`config.mk`:
```
export PLATFORM = sky130hd
export DESIGN_NAME = sattn_mmio_driver_flat
export DESIGN_NICKNAME = d
export VERILOG_FILES = /design/src/rtl/sattn_mmio_driver_if.sv /design/src/rtl/sattn_mmio_driver.sv /design/src/flat_wrapper.sv
export SDC_FILE = /design/constraint.sdc
export NUM_CORES = 1
export LEC_CHECK = 0
export ABC_AREA = 1
export BUFFER_PORTS_ARGS = -buffer_cell sky130_fd_sc_hd__buf_2
export CORE_ASPECT_RATIO = 0.8
export CORE_UTILIZATION = 46
export DETAILED_ROUTE_END_ITERATION = 16
export PLACE_DENSITY = 0.89
export SYNTH_ARGS = -nofsm -noshare
export SYNTH_HDL_FRONTEND = slang
export SYNTH_SLANG_ARGS = --single-unit
```
`constraint.sdc`:
```
create_clock -name clk -period 1.7 [get_ports clk]
set_input_delay 0.34 -clock clk [delete_from_list [all_inputs] [get_ports clk]]
set_output_delay 0.34 -clock clk [all_outputs]
set_load 0.01 [all_outputs]
```
`src/rtl/sattn_mmio_driver_if.sv`:
```
// Descriptor, MMIO and result signals between the sparse-attention MMIO driver and its environment.
// master = driver view, slave = sequencer/accelerator view.
interface sattn_mmio_driver_if #(
  parameter int ADDR_WIDTH = 16,
  parameter int DATA_WIDTH = 64
);
  logic                  desc_valid;
  logic                  desc_ready;
  logic [31:0]           desc_m_rows;
  logic [31:0]           desc_head_dim_d;
  logic [31:0]           desc_block_size;
  logic [31:0]           desc_k_blocks;
  logic [31:0]           desc_s_tokens;
  logic [31:0]           desc_scale_fp;
  logic [7:0]            desc_cmd;
  logic                  mmio_wen;
  logic                  mmio_ren;
  logic [ADDR_WIDTH-1:0] mmio_addr;
  logic [DATA_WIDTH-1:0] mmio_wdata;
  logic [DATA_WIDTH-1:0] mmio_rdata;
  logic                  res_valid;
  logic                  res_ready;
  logic [63:0]           res_sum;
  logic                  res_timeout;
  logic [31:0]           res_cycles;

  modport master (
    input  desc_valid, desc_m_rows, desc_head_dim_d, desc_block_size, desc_k_blocks,
           desc_s_tokens, desc_scale_fp, desc_cmd, mmio_rdata, res_ready,
    output desc_ready, mmio_wen, mmio_ren, mmio_addr, mmio_wdata,
           res_valid, res_sum, res_timeout, res_cycles
  );

  modport slave (
    output desc_valid, desc_m_rows, desc_head_dim_d, desc_block_size, desc_k_blocks,
           desc_s_tokens, desc_scale_fp, desc_cmd, mmio_rdata, res_ready,
    input  desc_ready, mmio_wen, mmio_ren, mmio_addr, mmio_wdata,
           res_valid, res_sum, res_timeout, res_cycles
  );
endinterface

```
`src/rtl/sattn_mmio_driver.sv`:
```
// MMIO initiator: programs one sparse-attention command, polls CMD until done, returns the checksum.
// Optional macro SATTN_DRV_PERF_EN adds a CMD-to-done cycle counter on res_cycles.
module sattn_mmio_driver #(
  parameter int ADDR_WIDTH   = 16,
  parameter int DATA_WIDTH   = 64,
  parameter int POLL_TIMEOUT = 4096
) (
  input  logic                clk,
  input  logic                rst,
  sattn_mmio_driver_if.master bus,
  output logic                busy
);
  localparam int TW = $clog2(POLL_TIMEOUT);

  typedef enum logic [2:0] {S_IDLE, S_WRITE, S_POLL, S_READ, S_RESP} state_e;

  typedef struct packed {
    logic [31:0] m_rows;
    logic [31:0] head_dim_d;
    logic [31:0] block_size;
    logic [31:0] k_blocks;
    logic [31:0] s_tokens;
    logic [31:0] scale_fp;
    logic [7:0]  cmd;
  } desc_t;

  state_e                state_q, state_d;
  desc_t                 desc_q;
  logic [2:0]            widx_q;
  logic [TW-1:0]         timer_q;
  logic [63:0]           sum_q;
  logic                  tmo_q;
  logic [31:0]           cyc_q;
  logic                  done, tmo_hit, has_csum;
  logic [ADDR_WIDTH-1:0] csum_addr;
  logic [31:0]           wfield;

  assign done    = bus.mmio_rdata[0];
  assign tmo_hit = (timer_q == TW'(POLL_TIMEOUT - 1));

  always_comb begin
    has_csum  = 1'b1;
    csum_addr = '0;
    case (desc_q.cmd)
      8'h14:   csum_addr = ADDR_WIDTH'(16'h0068);
      8'h15:   csum_addr = ADDR_WIDTH'(16'h0080);
      8'h16:   csum_addr = ADDR_WIDTH'(16'h0088);
      default: has_csum  = 1'b0;
    endcase
  end

  always_comb begin
    case (widx_q)
      3'd0:    wfield = desc_q.m_rows;
      3'd1:    wfield = desc_q.head_dim_d;
      3'd2:    wfield = desc_q.block_size;
      3'd3:    wfield = desc_q.k_blocks;
      3'd4:    wfield = desc_q.s_tokens;
      3'd5:    wfield = desc_q.scale_fp;
      default: wfield = {24'd0, desc_q.cmd};
    endcase
  end

  always_ff @(posedge clk) begin
    if (rst) state_q <= S_IDLE;
    else     state_q <= state_d;
  end

  always_comb begin
    state_d         = state_q;
    busy            = 1'b0;
    bus.desc_ready  = 1'b0;
    bus.mmio_wen    = 1'b0;
    bus.mmio_ren    = 1'b0;
    bus.mmio_addr   = '0;
    bus.mmio_wdata  = '0;
    bus.res_valid   = 1'b0;
    bus.res_sum     = '0;
    bus.res_timeout = 1'b0;
    bus.res_cycles  = '0;
    // Reset overrides the state decode so strobes drop in the reset cycle itself.
    if (rst) begin
      state_d        = S_IDLE;
      bus.desc_ready = 1'b1;
    end else begin
      case (state_q)
        S_IDLE: begin
          bus.desc_ready = 1'b1;
          if (bus.desc_valid) state_d = S_WRITE;
        end
        S_WRITE: begin
          busy           = 1'b1;
          bus.mmio_wen   = 1'b1;
          bus.mmio_addr  = ADDR_WIDTH'(7'h30 + {widx_q, 3'b000});
          bus.mmio_wdata = DATA_WIDTH'(wfield);
          if (desc_q.cmd == 8'h00 && widx_q == 3'd5) state_d = S_RESP;
          else if (widx_q == 3'd6)                   state_d = S_POLL;
        end
        S_POLL: begin
          busy          = 1'b1;
          bus.mmio_ren  = 1'b1;
          bus.mmio_addr = ADDR_WIDTH'(16'h0060);
          if (done)         state_d = has_csum ? S_READ : S_RESP;
          else if (tmo_hit) state_d = S_RESP;
        end
        S_READ: begin
          busy          = 1'b1;
          bus.mmio_ren  = 1'b1;
          bus.mmio_addr = csum_addr;
          state_d       = S_RESP;
        end
        S_RESP: begin
          busy            = 1'b1;
          bus.res_valid   = 1'b1;
          bus.res_sum     = sum_q;
          bus.res_timeout = tmo_q;
          bus.res_cycles  = cyc_q;
          if (bus.res_ready) state_d = S_IDLE;
        end
        default: state_d = S_IDLE;
      endcase
    end
  end

  always_ff @(posedge clk) begin
    if (rst) begin
      desc_q  <= '0;
      widx_q  <= '0;
      timer_q <= '0;
      sum_q   <= '0;
      tmo_q   <= 1'b0;
    end else begin
      case (state_q)
        S_IDLE: if (bus.desc_valid) begin
          desc_q  <= '{m_rows:     bus.desc_m_rows,   head_dim_d: bus.desc_head_dim_d,
                       block_size: bus.desc_block_size, k_blocks: bus.desc_k_blocks,
                       s_tokens:   bus.desc_s_tokens, scale_fp:   bus.desc_scale_fp,
                       cmd:        bus.desc_cmd};
          widx_q  <= '0;
          timer_q <= '0;
          sum_q   <= '0;
          tmo_q   <= 1'b0;
        end
        S_WRITE: begin
          widx_q <= widx_q + 3'd1;
          if (widx_q == 3'd6) timer_q <= '0;
        end
        // Done beats timeout when both land in the same poll cycle.
        S_POLL: if (!done) begin
          if (tmo_hit) tmo_q   <= 1'b1;
          else         timer_q <= timer_q + 1'b1;
        end
        S_READ:  sum_q <= 64'(bus.mmio_rdata);
        default: ;
      endcase
    end
  end

`ifdef SATTN_DRV_PERF_EN
  logic [31:0] perf_q, perf_nxt;
  assign perf_nxt = (perf_q == '1) ? perf_q : perf_q + 32'd1;

  always_ff @(posedge clk) begin
    if (rst) begin
      perf_q <= '0;
      cyc_q  <= '0;
    end else if (state_q == S_IDLE && bus.desc_valid) begin
      cyc_q <= '0;
    end else if (state_q == S_WRITE && widx_q == 3'd6) begin
      perf_q <= '0;
    end else if (state_q == S_POLL) begin
      perf_q <= perf_nxt;
      if (done || tmo_hit) cyc_q <= perf_nxt;
    end
  end
`else
  assign cyc_q = '0;
`endif

endmodule

```
`src/flat_wrapper.sv`:
```
// flat-port wrapper written by rule: the top's interface ports become plain ports
module sattn_mmio_driver_flat 
#(
  parameter int ADDR_WIDTH   = 16,
  parameter int DATA_WIDTH   = 64,
  parameter int POLL_TIMEOUT = 4096
)
  (clk, rst, busy, bus_desc_valid, bus_desc_m_rows, bus_desc_head_dim_d, bus_desc_block_size, bus_desc_k_blocks, bus_desc_s_tokens, bus_desc_scale_fp, bus_desc_cmd, bus_mmio_rdata, bus_res_ready, bus_desc_ready, bus_mmio_wen, bus_mmio_ren, bus_mmio_addr, bus_mmio_wdata, bus_res_valid, bus_res_sum, bus_res_timeout, bus_res_cycles);
  sattn_mmio_driver_if #(.ADDR_WIDTH(ADDR_WIDTH), .DATA_WIDTH(DATA_WIDTH)) bus_i ();
  input  logic clk;
  input  logic rst;
  output logic busy;
  input wire logic [$bits(bus_i.desc_valid)-1:0] bus_desc_valid;
  input wire logic [$bits(bus_i.desc_m_rows)-1:0] bus_desc_m_rows;
  input wire logic [$bits(bus_i.desc_head_dim_d)-1:0] bus_desc_head_dim_d;
  input wire logic [$bits(bus_i.desc_block_size)-1:0] bus_desc_block_size;
  input wire logic [$bits(bus_i.desc_k_blocks)-1:0] bus_desc_k_blocks;
  input wire logic [$bits(bus_i.desc_s_tokens)-1:0] bus_desc_s_tokens;
  input wire logic [$bits(bus_i.desc_scale_fp)-1:0] bus_desc_scale_fp;
  input wire logic [$bits(bus_i.desc_cmd)-1:0] bus_desc_cmd;
  input wire logic [$bits(bus_i.mmio_rdata)-1:0] bus_mmio_rdata;
  input wire logic [$bits(bus_i.res_ready)-1:0] bus_res_ready;
  output wire logic [$bits(bus_i.desc_ready)-1:0] bus_desc_ready;
  output wire logic [$bits(bus_i.mmio_wen)-1:0] bus_mmio_wen;
  output wire logic [$bits(bus_i.mmio_ren)-1:0] bus_mmio_ren;
  output wire logic [$bits(bus_i.mmio_addr)-1:0] bus_mmio_addr;
  output wire logic [$bits(bus_i.mmio_wdata)-1:0] bus_mmio_wdata;
  output wire logic [$bits(bus_i.res_valid)-1:0] bus_res_valid;
  output wire logic [$bits(bus_i.res_sum)-1:0] bus_res_sum;
  output wire logic [$bits(bus_i.res_timeout)-1:0] bus_res_timeout;
  output wire logic [$bits(bus_i.res_cycles)-1:0] bus_res_cycles;
  assign bus_i.desc_valid = bus_desc_valid;
  assign bus_i.desc_m_rows = bus_desc_m_rows;
  assign bus_i.desc_head_dim_d = bus_desc_head_dim_d;
  assign bus_i.desc_block_size = bus_desc_block_size;
  assign bus_i.desc_k_blocks = bus_desc_k_blocks;
  assign bus_i.desc_s_tokens = bus_desc_s_tokens;
  assign bus_i.desc_scale_fp = bus_desc_scale_fp;
  assign bus_i.desc_cmd = bus_desc_cmd;
  assign bus_i.mmio_rdata = bus_mmio_rdata;
  assign bus_i.res_ready = bus_res_ready;
  assign bus_desc_ready = bus_i.desc_ready;
  assign bus_mmio_wen = bus_i.mmio_wen;
  assign bus_mmio_ren = bus_i.mmio_ren;
  assign bus_mmio_addr = bus_i.mmio_addr;
  assign bus_mmio_wdata = bus_i.mmio_wdata;
  assign bus_res_valid = bus_i.res_valid;
  assign bus_res_sum = bus_i.res_sum;
  assign bus_res_timeout = bus_i.res_timeout;
  assign bus_res_cycles = bus_i.res_cycles;
  sattn_mmio_driver #(.ADDR_WIDTH(ADDR_WIDTH), .DATA_WIDTH(DATA_WIDTH), .POLL_TIMEOUT(POLL_TIMEOUT)) u_core (.clk(clk), .rst(rst), .bus(bus_i), .busy(busy));
endmodule
```
==> metrics.md <==
| Metric | Value |
|---|---|
| Max-Cap Viols | 0 |
| Crit path capture type | primary output |
| Share of cells above drive strength 1 | 0.357 |
| DRT Wirelength | 50.7 mm |
| Die W | 191 µm |
| Crit Path Class | register to primary output |
| Worst reg2reg setup slack | -0.13 ns |
| Net count, final | 2522 |
| Average size of a mapped cell | 7.18 µm² |
| Psw | 0.00919 W |
| IO Pins | 450 |
| CTS buffer count | 29 |
| Max VDD drop | 0.877 mV |
| Post-synthesis sequential area ratio | 0.430 |
| Routability cong. | 0.933 |
| Failing checks | setup timing |
| Outcome | finished with violations |
| Min Tclk post-route | 2.57 ns |
| Post-synth EDFFs | 0 |
| CP Data Arrival Time | 2.23 ns |
| Lkg Pwr | 7.83 nW |
| FILL cells | 1969 |
| RSZ-0062 raised after global routing | yes |
| Worst hold path type | input pin to register |
| Slowest cell on crit path | dfxtp_4 |
| DIE AREA | 0.0293 mm² |
| Worst-skew pair later-pin latency | 0.55 ns |
| Post-route ant nets | 0 |
| 1st-iter DRT viols | 1502 |
| DR vias | 14900 |
| DR WL/cell | 19.2 µm |
| Antenna violations before repair | 12 |
| Tcrit/Tclk final | 1.51 |
| Most frequent cells after synthesis | dfxtp_1, inv_1, a21oi_1 |
| Post-synth ARST share | 0 |
| Reg area | 0.00569 mm² |
| Final total power | 0.0251 W |
| Crit path max fanout | 6 |
| HPWL after DPL | 30.6 mm |
| CP most frequent cell | buf_6 |
| Floorplan row count | 54 |
| Clock tree buffer depth | 3 |
| Footprint of the multi-input gates | 0.00687 mm² |
| Synth Cell Area | 0.0132 mm² |
| Synth top area cells | dfxtp_1, a21oi_1, o21ai_0 |
| Die height | 153 µm |
| DRC Markers | 0 |
| Sink Count | 283 |
| Most common cell in the netlist | dfxtp_1 |
| Buf/Inv on CP | 4 |
| Root buf cell | clkbuf_16 |
| Crit-path leading delay family | buffers and inverters |
| Seq pwr share | 0.341 |
| Hold Path End | u_core.desc_q[100]$_SDFFE_PP0P_ |
| Clock Power Share | 0.288 |
| Clock-pin slew on the worst setup and hold paths | 0.06 ns |
| Achievable Freq | 0.388 GHz |
| Slew Limit Fails | 0 |
| Worst reg2reg startpoint | u_core.widx_q[0]$_SDFFE_PP0P_ |
| Worst setup margin | -0.875 ns |
| Vias/cell | 5.62 |
| Reg2reg end | u_core.state_q[2]$_SDFFE_PP0P_ |
| Core Box Area | 0.0277 mm² |
| P&R area growth vs syn | 47.1% |
| Cells after Synth | 1833 |
| Hold path start | bus_desc_k_blocks[28] |
| Synthesis warning total | 0 |
| Grt total ovfl | 0 |
| Power Density | 1300 mW/mm² |
| Hold buffer count at CTS | 0 |
| Most used DFF post-synth | dfxtp_1 |
| Clk_skew | 0.00640 ns |
| Hold Vio Cnt, Final | 0 |
| Crit path largest cell delay | 0.37 ns |
| Comb power frac | 0.371 |
| Pin count of the biggest net entering global routing | 76 |
| DR pass1 iterations | 8 |
| Dpl ws | -0.403 ns |
| Hold Crit Depth | 3 |
| CTS tree | yes |
| First-pass GRT wire length | 72.0 mm |
| Startpoint types | register |
| Final setup viols | 111 |
| P_int | 0.0159 W |
| Starting Density | 0.475 |
| Vias in the first global route | 14000 |
| CP cell instances | buf_4 > ha_4 > nand2_4 > buf_6 > buf_6 > o22ai_1 > nor3_1 > nor2_1 > buf_2 |
| Switching Share | 0.366 |
| H-Tree Depth | 1 |
| Area leader, netlist | dfxtp_1 |
| Netlist cell types | 40 |
| Worst reg2reg path depth | 12 |
| Port Buf Inserts | 374 |
| Total Routing Usage GR | 0.306 |
| Final Util | 0.699 |
| Top-area cell type share of the netlist area | 0.430 |
| Critical Path RT | 1.36 ns |
| Synth Register Bits | 283 |
-- area by class of cell --
class                           instances  share of cell area
Multi-Input combinational cell       1148               0.355
Sequential cell                       283               0.294
Timing Repair Buffer                  514               0.215
Inverter                              270              0.0556
Clock buffer                           40              0.0427
Tap cell                              364              0.0235
Clock inverter                         13              0.0130
Antenna cell                           11             0.00142
Timing Repair inverter                  1            0.000581
-- repair_timing --
| item | CTS | global route |
|---|---|---|
| endpoints found under the setup margin | 163 | 279 |
| gates resized for setup | 230 | 270 |
| cloned | 10 | 4 |
| pin swaps | 44 | 48 |
| setup buffers | 28 | 26 |
-- kinds of logic (layout without fill, tap and decap cells) --
kind of cell | count (synthesis) | in the layout | synth area share
and+or+nand+nor | 502 | 503 | 0.172
AOI/OAI and AO/OA | 560 | 560 | 0.222
other | 1 | 86 | 0.000285
DFF | 283 | 283 | 0.430
buffers and inverters | 477 | 838 | 0.166
xor gates and xnor gates | 3 | 3 | 0.00200
adders and majority gates | 7 | 7 | 0.00665
-- worst min-delay path, stage by stage --
cell	delay (ns)
buf_2	0.08
nor2_1	0.04
nor2_1	0.08
-- worst max-delay path by stage --
| stage | slack (ns) | endpoint | cells after the start | from |
|---|---|---|---|---|
| floorplan | -0.04 | bus_mmio_wdata[11] | 8 | u_core.widx_q[1]$_SDFFE_PP0P_ |
| global placement | -0.36 | bus_mmio_wdata[28] | 9 | u_core.widx_q[0]$_SDFFE_PP0P_ |
| detailed placement | -0.40 | bus_mmio_wdata[2] | 8 | u_core.widx_q[0]$_SDFFE_PP0P_ |
| CTS | -0.78 | bus_mmio_wdata[6] | 9 | u_core.widx_q[0]$_SDFFE_PP0P_ |
| global route | -0.97 | bus_mmio_wdata[10] | 9 | u_core.widx_q[1]$_SDFFE_PP0P_ |
| finish | -0.87 | bus_mmio_wdata[10] | 9 | u_core.widx_q[1]$_SDFFE_PP0P_ |
-- metal layers --
metal | track usage | part of all wire | vias up
met5 | 0 | 0.00026 | -
met2 | 0.486 | 0.45 | 1014
li1 | - | - | 6697
met3 | 0.0588 | 0.094 | 310
met4 | 0.173 | 0.069 | 2
met1 | 0.388 | 0.38 | 6831
-- placed cells by master (no fill, tap or decap), drive strengths merged --
cell type	count
nor2	212
o221ai	1
xor2	2
conb	75
bufinv	7
bufbuf	1
nand3b	1
o21ai	231
a22oi	1
xnor2	1
nand3	146
clkinv	7
nand2	105
nor3b	1
inv	268
nor4	1
clkinvlp	2
a211oi	1
clkbuf	43
ha	7
o22ai	70
or2	2
nand4	3
dfxtp	283
a21oi	252
nor3	32
o211ai	1
a32o	1
diode	11
buf	510
a31oi	2
-- metrics by stage --
stage	std cells	hold slack (ns)	cell area (µm²)	setup TNS (ns)
floorplan	1907	0.425	13800	-1.31
global placement	2529	0.437	15800	-10.94
detailed placement	2529	0.440	15800	-14.46
CTS	2617	0.00393	18300	-59.84
global route	2643	0.0167	19400	-77.28
finish	2644	0.0213	19400	-69.55
-- sequential cells by signal (all words and copies together), names as in the netlist --
name	flops
u_core.desc_q	200
u_core.state_q	3
u_core.sum_q	64
u_core.timer_q	12
u_core.tmo_q	1
u_core.widx_q	3
-- power by group through the flow --
stage	Sequential, W	Clock, W	Combinational, W
final	0.00857	0.00725	0.00932
after global placement	0.00854	0	0.00696
after detailed placement	0.00860	0	0.00710
after global routing	0.00865	0.00755	0.00996
after CTS	0.00850	0.00725	0.00809
after floorplan	0.00845	0	0.00499
No activity file was read; power rests on OpenSTA's default activity.
